**src/rtl/digit_classifier.sv**
```systemverilog
// Ten-class MNIST logit MAC with argmax; one MAC per cycle, 787 cycles per class.
// Optional per-class score readback under CLASSIFIER_SCORE_DUMP_EN.
module digit_classifier #(
  parameter int NUM_CLASSES = 10,
  parameter int NUM_PIXELS  = 784,
  parameter int ACC_W       = 32
) (
  input  logic             clk,
  input  logic             rst,
  input  logic             start,
  input  logic             weights_ready,
  output logic [12:0]      weight_rd_addr,
  input  logic [7:0]       weight_rd_data,
  output logic [3:0]       bias_rd_addr,
  input  logic [31:0]      bias_rd_data,
  output logic [9:0]       pixel_rd_addr,
  input  logic [7:0]       pixel_rd_data,
`ifdef CLASSIFIER_SCORE_DUMP_EN
  input  logic [3:0]       score_rd_addr,
  output logic [ACC_W-1:0] score_rd_data,
`endif
  output logic             busy,
  output logic             done,
  output logic [3:0]       predicted_digit,
  output logic [ACC_W-1:0] max_score
);

  typedef enum logic [2:0] {
    S_IDLE,
    S_LOAD_BIAS,
    S_MAC,
    S_DRAIN,
    S_COMPARE,
    S_DONE
  } state_t;

  localparam logic [9:0]  LAST_PIX = 10'(NUM_PIXELS - 1);
  localparam logic [3:0]  LAST_CLS = 4'(NUM_CLASSES - 1);
  localparam logic [12:0] STRIDE   = 13'(NUM_PIXELS);

  state_t            state_q, state_d;
  logic [3:0]        cls_q, cls_d;
  logic [12:0]       base_q, base_d;
  logic [12:0]       wt_addr_q, wt_addr_d;
  logic [9:0]        pix_addr_q, pix_addr_d;
  logic [3:0]        bias_addr_q, bias_addr_d;
  logic [ACC_W-1:0]  acc_q, acc_d;
  logic [ACC_W-1:0]  best_q, best_d;
  logic [3:0]        best_idx_q, best_idx_d;
  logic              busy_q, busy_d;
  logic              done_q, done_d;
  logic [3:0]        pred_q, pred_d;
  logic [ACC_W-1:0]  score_q, score_d;

  logic signed [16:0] prod;
  logic [ACC_W-1:0]   prod_ext;
  logic [ACC_W-1:0]   bias_ext;
  logic               win;

  // Pixel is zero-extended so 255 stays positive in the signed product.
  assign prod = $signed({{9{weight_rd_data[7]}}, weight_rd_data})
              * $signed({9'b0, pixel_rd_data});
  assign prod_ext = ACC_W'(prod);
  assign bias_ext = ACC_W'($signed(bias_rd_data));
  assign win = (cls_q == 4'd0) || ($signed(acc_q) > $signed(best_q));

  always_comb begin
    state_d     = state_q;
    cls_d       = cls_q;
    base_d      = base_q;
    wt_addr_d   = wt_addr_q;
    pix_addr_d  = pix_addr_q;
    bias_addr_d = bias_addr_q;
    acc_d       = acc_q;
    best_d      = best_q;
    best_idx_d  = best_idx_q;
    busy_d      = busy_q;
    done_d      = 1'b0;
    pred_d      = pred_q;
    score_d     = score_q;
    unique case (state_q)
      S_IDLE: begin
        if (start && weights_ready) begin
          state_d     = S_LOAD_BIAS;
          cls_d       = 4'd0;
          base_d      = 13'd0;
          bias_addr_d = 4'd0;
          busy_d      = 1'b1;
        end
      end
      S_LOAD_BIAS: begin
        state_d    = S_MAC;
        pix_addr_d = 10'd0;
        wt_addr_d  = base_q;
      end
      S_MAC: begin
        acc_d = (pix_addr_q == 10'd0) ? bias_ext : acc_q + prod_ext;
        if (pix_addr_q == LAST_PIX) begin
          state_d = S_DRAIN;
        end else begin
          pix_addr_d = pix_addr_q + 10'd1;
          wt_addr_d  = wt_addr_q + 13'd1;
        end
      end
      S_DRAIN: begin
        acc_d   = acc_q + prod_ext;
        state_d = S_COMPARE;
      end
      S_COMPARE: begin
        if (win) begin
          best_d     = acc_q;
          best_idx_d = cls_q;
        end
        if (cls_q == LAST_CLS) begin
          state_d = S_DONE;
          done_d  = 1'b1;
          busy_d  = 1'b0;
          pred_d  = win ? cls_q : best_idx_q;
          score_d = win ? acc_q : best_q;
        end else begin
          state_d     = S_LOAD_BIAS;
          cls_d       = cls_q + 4'd1;
          bias_addr_d = cls_q + 4'd1;
          base_d      = base_q + STRIDE;
        end
      end
      S_DONE: begin
        state_d = S_IDLE;
      end
      default: begin
        state_d = S_IDLE;
      end
    endcase
  end

  always_ff @(posedge clk) begin
    if (rst) begin
      state_q     <= S_IDLE;
      cls_q       <= '0;
      base_q      <= '0;
      wt_addr_q   <= '0;
      pix_addr_q  <= '0;
      bias_addr_q <= '0;
      acc_q       <= '0;
      best_q      <= '0;
      best_idx_q  <= '0;
      busy_q      <= 1'b0;
      done_q      <= 1'b0;
      pred_q      <= '0;
      score_q     <= '0;
    end else begin
      state_q     <= state_d;
      cls_q       <= cls_d;
      base_q      <= base_d;
      wt_addr_q   <= wt_addr_d;
      pix_addr_q  <= pix_addr_d;
      bias_addr_q <= bias_addr_d;
      acc_q       <= acc_d;
      best_q      <= best_d;
      best_idx_q  <= best_idx_d;
      busy_q      <= busy_d;
      done_q      <= done_d;
      pred_q      <= pred_d;
      score_q     <= score_d;
    end
  end

  assign weight_rd_addr  = wt_addr_q;
  assign pixel_rd_addr   = pix_addr_q;
  assign bias_rd_addr    = bias_addr_q;
  assign busy            = busy_q;
  assign done            = done_q;
  assign predicted_digit = pred_q;
  assign max_score       = score_q;

`ifdef CLASSIFIER_SCORE_DUMP_EN
  logic [ACC_W-1:0] scores_q [NUM_CLASSES];
  logic [ACC_W-1:0] score_rd_q, score_rd_d;

  always_comb begin
    score_rd_d = '0;
    if (32'(score_rd_addr) < NUM_CLASSES) begin
      score_rd_d = scores_q[score_rd_addr];
    end
  end

  always_ff @(posedge clk) begin
    if (rst) begin
      for (int i = 0; i < NUM_CLASSES; i++) begin
        scores_q[i] <= '0;
      end
      score_rd_q <= '0;
    end else begin
      if (state_q == S_COMPARE) begin
        scores_q[cls_q] <= acc_q;
      end
      score_rd_q <= score_rd_d;
    end
  end

  assign score_rd_data = score_rd_q;
`endif

endmodule

```
**config.mk**
```make
export PLATFORM = sky130hd
export DESIGN_NAME = digit_classifier
export DESIGN_NICKNAME = d
export VERILOG_FILES = /design/src/rtl/digit_classifier.sv
export SDC_FILE = /design/constraint.sdc
export NUM_CORES = 1
export LEC_CHECK = 0
export BUFFER_PORTS_ARGS = -buffer_cell sky130_fd_sc_hd__buf_2
export CAP_MARGIN = 20
export CORE_UTILIZATION = 30
export CTS_CLUSTER_DIAMETER = 80
export DETAILED_ROUTE_END_ITERATION = 16
export SYNTH_ARGS = -nofsm -noshare
export SYNTH_HDL_FRONTEND = slang
export SYNTH_SLANG_ARGS = --single-unit
```
**constraint.sdc**
```tcl
create_clock -name clk -period 6.72 [get_ports clk]
set_input_delay 0.672 -clock clk [delete_from_list [all_inputs] [get_ports clk]]
set_output_delay 0.672 -clock clk [all_outputs]
set_load 0.01 [all_outputs]
```
==> results.md <==
- Outcome: finished clean
- Peak VDD IR: 0.000194 V
- CTS Hold Buffers Added: 0
- FF-to-FF path depth: 10
- CTS Sinks: 145
- Most area-consuming cells after synthesis: dfxtp_1 (27%), ha_1 (13%), fa_1 (7.1%)
- CTS tree: built
- FILL cells: 3681
- Post-DP HPWL: 21600 µm
- Share of layout cells above drive strength 1: 17.3%
- H-tree levels: 4
- First-pass GRT wire length: 46800 µm
- Register Area: 0.00290 mm²
- Ant diodes: 0
- P_leak: 0.00599 µW
- Power density cells: 278 mW/mm²
- Routed len/inst: 15.0 µm
- Final hold vios: 0
- Endpoint class of the critical path: flop
- Num CTS Buffers: 17
- Multi-input logic area: 0.00730 mm²
- Syn avg cell area: 8.40 µm²
- Via count: 9361
- Reg-to-reg endpoint: best_q[15]$_SDFFE_PP0P_
- Ports: 117
- GRT Overall Usage: 16.0%
- Max Cap Viol: 0
- Yosys warning count: 0
- Crit-path max FO: 3
- Predominant post-synthesis flop cell: dfxtp_1
- Max Buffers Root-to-Sink: 2
- GRT Residual Overflow: 0
- CP arrival: 6.73 ns
- Setup Fix Bufs, Post-CTS: 0
- Seq/Total Area, Yosys: 27.0%
- Placed cell area: 0.0123 mm²
- Setup CP Type: primary input to flop
- Max Slew Vio Count: 0
- RD Place Congestion: 0.845
- Row count: 69
- Post-Layout Inst Area: 0.0129 mm²
- Worst Setup SP: pixel_rd_data[0]
- Via density: 4.90
- Core area: 0.0354 mm²
- Fin nets: 1643
- Port Buffer Count: 116
- #FFs+latches synth: 145
- Synth cell types: 60
- Max incr delay on CP: 0.54 ns
- Setup_tns: 0 ns
- Setup Viol. Count Final: 0
- DRT Wirelength: 28600 µm
- Final min period: 6.41 ns
- Largest net degree at the start of global routing: 73
- Mapped Cells: 1281
- F_max: 0.156 GHz
- PnR worst setup slack: 0.305 ns
- CP Launch Type: primary input
- Antenna violations before repair: 1
- Slew HR: 46.5%
- Area share of the largest cell type after synthesis: 27.0%
- DIE HEIGHT: 191 µm
- Clk Latency, worst-skew pair: 0.43 ns
- Post_cts resized: 0
- Iter 0 DRT Violations: 496
- Slowest CP cell: fa_1
- Tcrit/Tclk final: 95.5%
- HP Class: flop to flop
- Post-DRT Antenna Nets: 0
- DR pass1 iterations: 5
- Clk_skew: 0.00881 ns
- Synthesized area: 0.0108 mm²
- Die Width: 191 µm
- DIE AREA: 0.0366 mm²
- Effective utilization at floorplan: 30.4%
- Reg-to-reg slack, setup: 3.10 ns
- Clock root cell: clkbuf_16
- Reg clk slew, reported paths: 0.06 ns
- Place WS: -0.294 ns
- Reg-to-Reg Start: best_q[13]$_SDFFE_PP0P_
- Post-synth EDFFs: 0
- CP endpoint: acc_q[24]$_SDFFE_PP0P_
- # DRC: 0
- Area growth syn-to-layout: 20.1%
- Required time of the worst setup path: 7.04 ns
- Area leader, netlist: dfxtp_1
- Most numerous cell in the Yosys netlist: nor2_1
- Ys async rst share: 0%
- WHS: 0.478 ns
- Worst-margin pin slew: 0.803 ns
- Post-Syn Nets: 1486
- Vias in the first global route: 9084
- Commonest cells in the netlist: nor2_1 (167), dfxtp_1 (145), ha_1 (115)
[per-layer routing]
| metal | vias to the layer above | share of wire [%] | track usage [%] |
|---|---|---|---|
| met5 | - | 0.045 | 0 |
| met4 | 2 | 1.3 | 4.21 |
| met3 | 25 | 3.8 | 2.55 |
| met2 | 189 | 48 | 27.4 |
| met1 | 4365 | 47 | 20.7 |
| li1 | 4780 | - | - |
[placed cells by master, fill, tap and decap left out, drive strengths merged, types with 3 or more instances in the layout]
master	Yosys	layout
a211oi	46	46
or3	7	7
and3	14	14
nand2	104	104
nor3	14	14
ha	115	115
o21a	10	10
bufinv	0	3
o211ai	4	4
fa	38	38
xor2	20	20
a311oi	23	23
dfxtp	145	145
buf	10	191
nor2b	7	7
nand2b	12	12
mux2i	74	74
o21ai	34	34
or2	5	5
o21bai	6	6
nand4	14	14
a22oi	6	6
a21oi	70	70
and2	46	46
nand3	22	22
o31ai	3	3
a41oi	3	3
nor4	7	7
a31oi	11	11
xnor2	31	31
nor2	168	168
inv	104	105
clkbuf	43	22
clkinv	0	3
a21o	40	40
[power breakdown]
| part | internal, µW | switching (µW) |
|---|---|---|
| clock | 611 | 383 |
| combinational | 756 | 904 |
| sequential | 892 | 48.9 |
| total | 2260 | 1340 |
[registers in the layout, summed over array words and instances, names as in the netlist]
| name | cells |
|---|---|
| acc_q | 32 |
| best_q | 32 |
| max_score | 32 |
| weight_rd_addr | 13 |
| pixel_rd_addr | 10 |
| base_q | 9 |
| best_idx_q | 4 |
| bias_rd_addr | 4 |
| predicted_digit | 4 |
| state_q | 3 |
| busy | 1 |
| done | 1 |
[cells by family after synthesis]
logic type               count (synthesis)  synth area share, %
buffers and inverters                  157                 5.89
AO/OA/AOI/OAI                          272                 17.2
XOR/XNOR                                51                 4.15
multiplexers                            74                 6.88
adder cells (fa/ha/maj)                153                 20.4
AND/OR/NAND/NOR                        429                 18.5
flip-flops                             145                 27.0
[worst min-delay path by stage]
| stage | startpoint | endpoint | slack, ns | depth (start not counted) |
|---|---|---|---|---|
| after floorplan | best_idx_q[3]$_SDFFE_PP0P_ | best_idx_q[3]$_SDFFE_PP0P_ | 0.45 | 2 |
| after global placement | best_idx_q[3]$_SDFFE_PP0P_ | best_idx_q[3]$_SDFFE_PP0P_ | 0.46 | 2 |
| after detailed placement | best_idx_q[3]$_SDFFE_PP0P_ | best_idx_q[3]$_SDFFE_PP0P_ | 0.47 | 2 |
| after CTS | best_idx_q[3]$_SDFFE_PP0P_ | best_idx_q[3]$_SDFFE_PP0P_ | 0.48 | 2 |
| after global routing | bias_rd_data[21] | acc_q[21]$_SDFFE_PP0P_ | 0.50 | 3 |
| final | best_idx_q[3]$_SDFFE_PP0P_ | best_idx_q[3]$_SDFFE_PP0P_ | 0.48 | 2 |
[worst max-delay path, delay by kind of cell]
| family | cells | cell delay, ns |
|---|---|---|
| fa+ha+maj | 6 | 2.74 |
| xor+xnor | 2 | 0.32 |
| compound gates | 10 | 2.13 |
| buf+inv | 5 | 0.33 |
| simple gates | 4 | 0.51 |
[stage by stage]
step                std cells  total power (µW)  utilization (%)
global placement         1880              2550             34.7
finish                   1910              3600             36.5
detailed placement       1880              2570             34.7
floorplan                1281              2120                -
global route             1910              3870             36.5
CTS                      1910              3590             36.4
[layout make-up]
| type | instances | share of cell area (%) |
|---|---|---|
| inverters | 104 | 3.02 |
| repair buffers | 191 | 8.96 |
| clock buffers | 22 | 3.67 |
| multi-input cells | 979 | 56.5 |
| clock inverters | 8 | 0.996 |
| flip-flops and latches | 145 | 22.4 |
| well taps | 461 | 4.46 |
No activity file was read; power rests on OpenSTA's default activity.
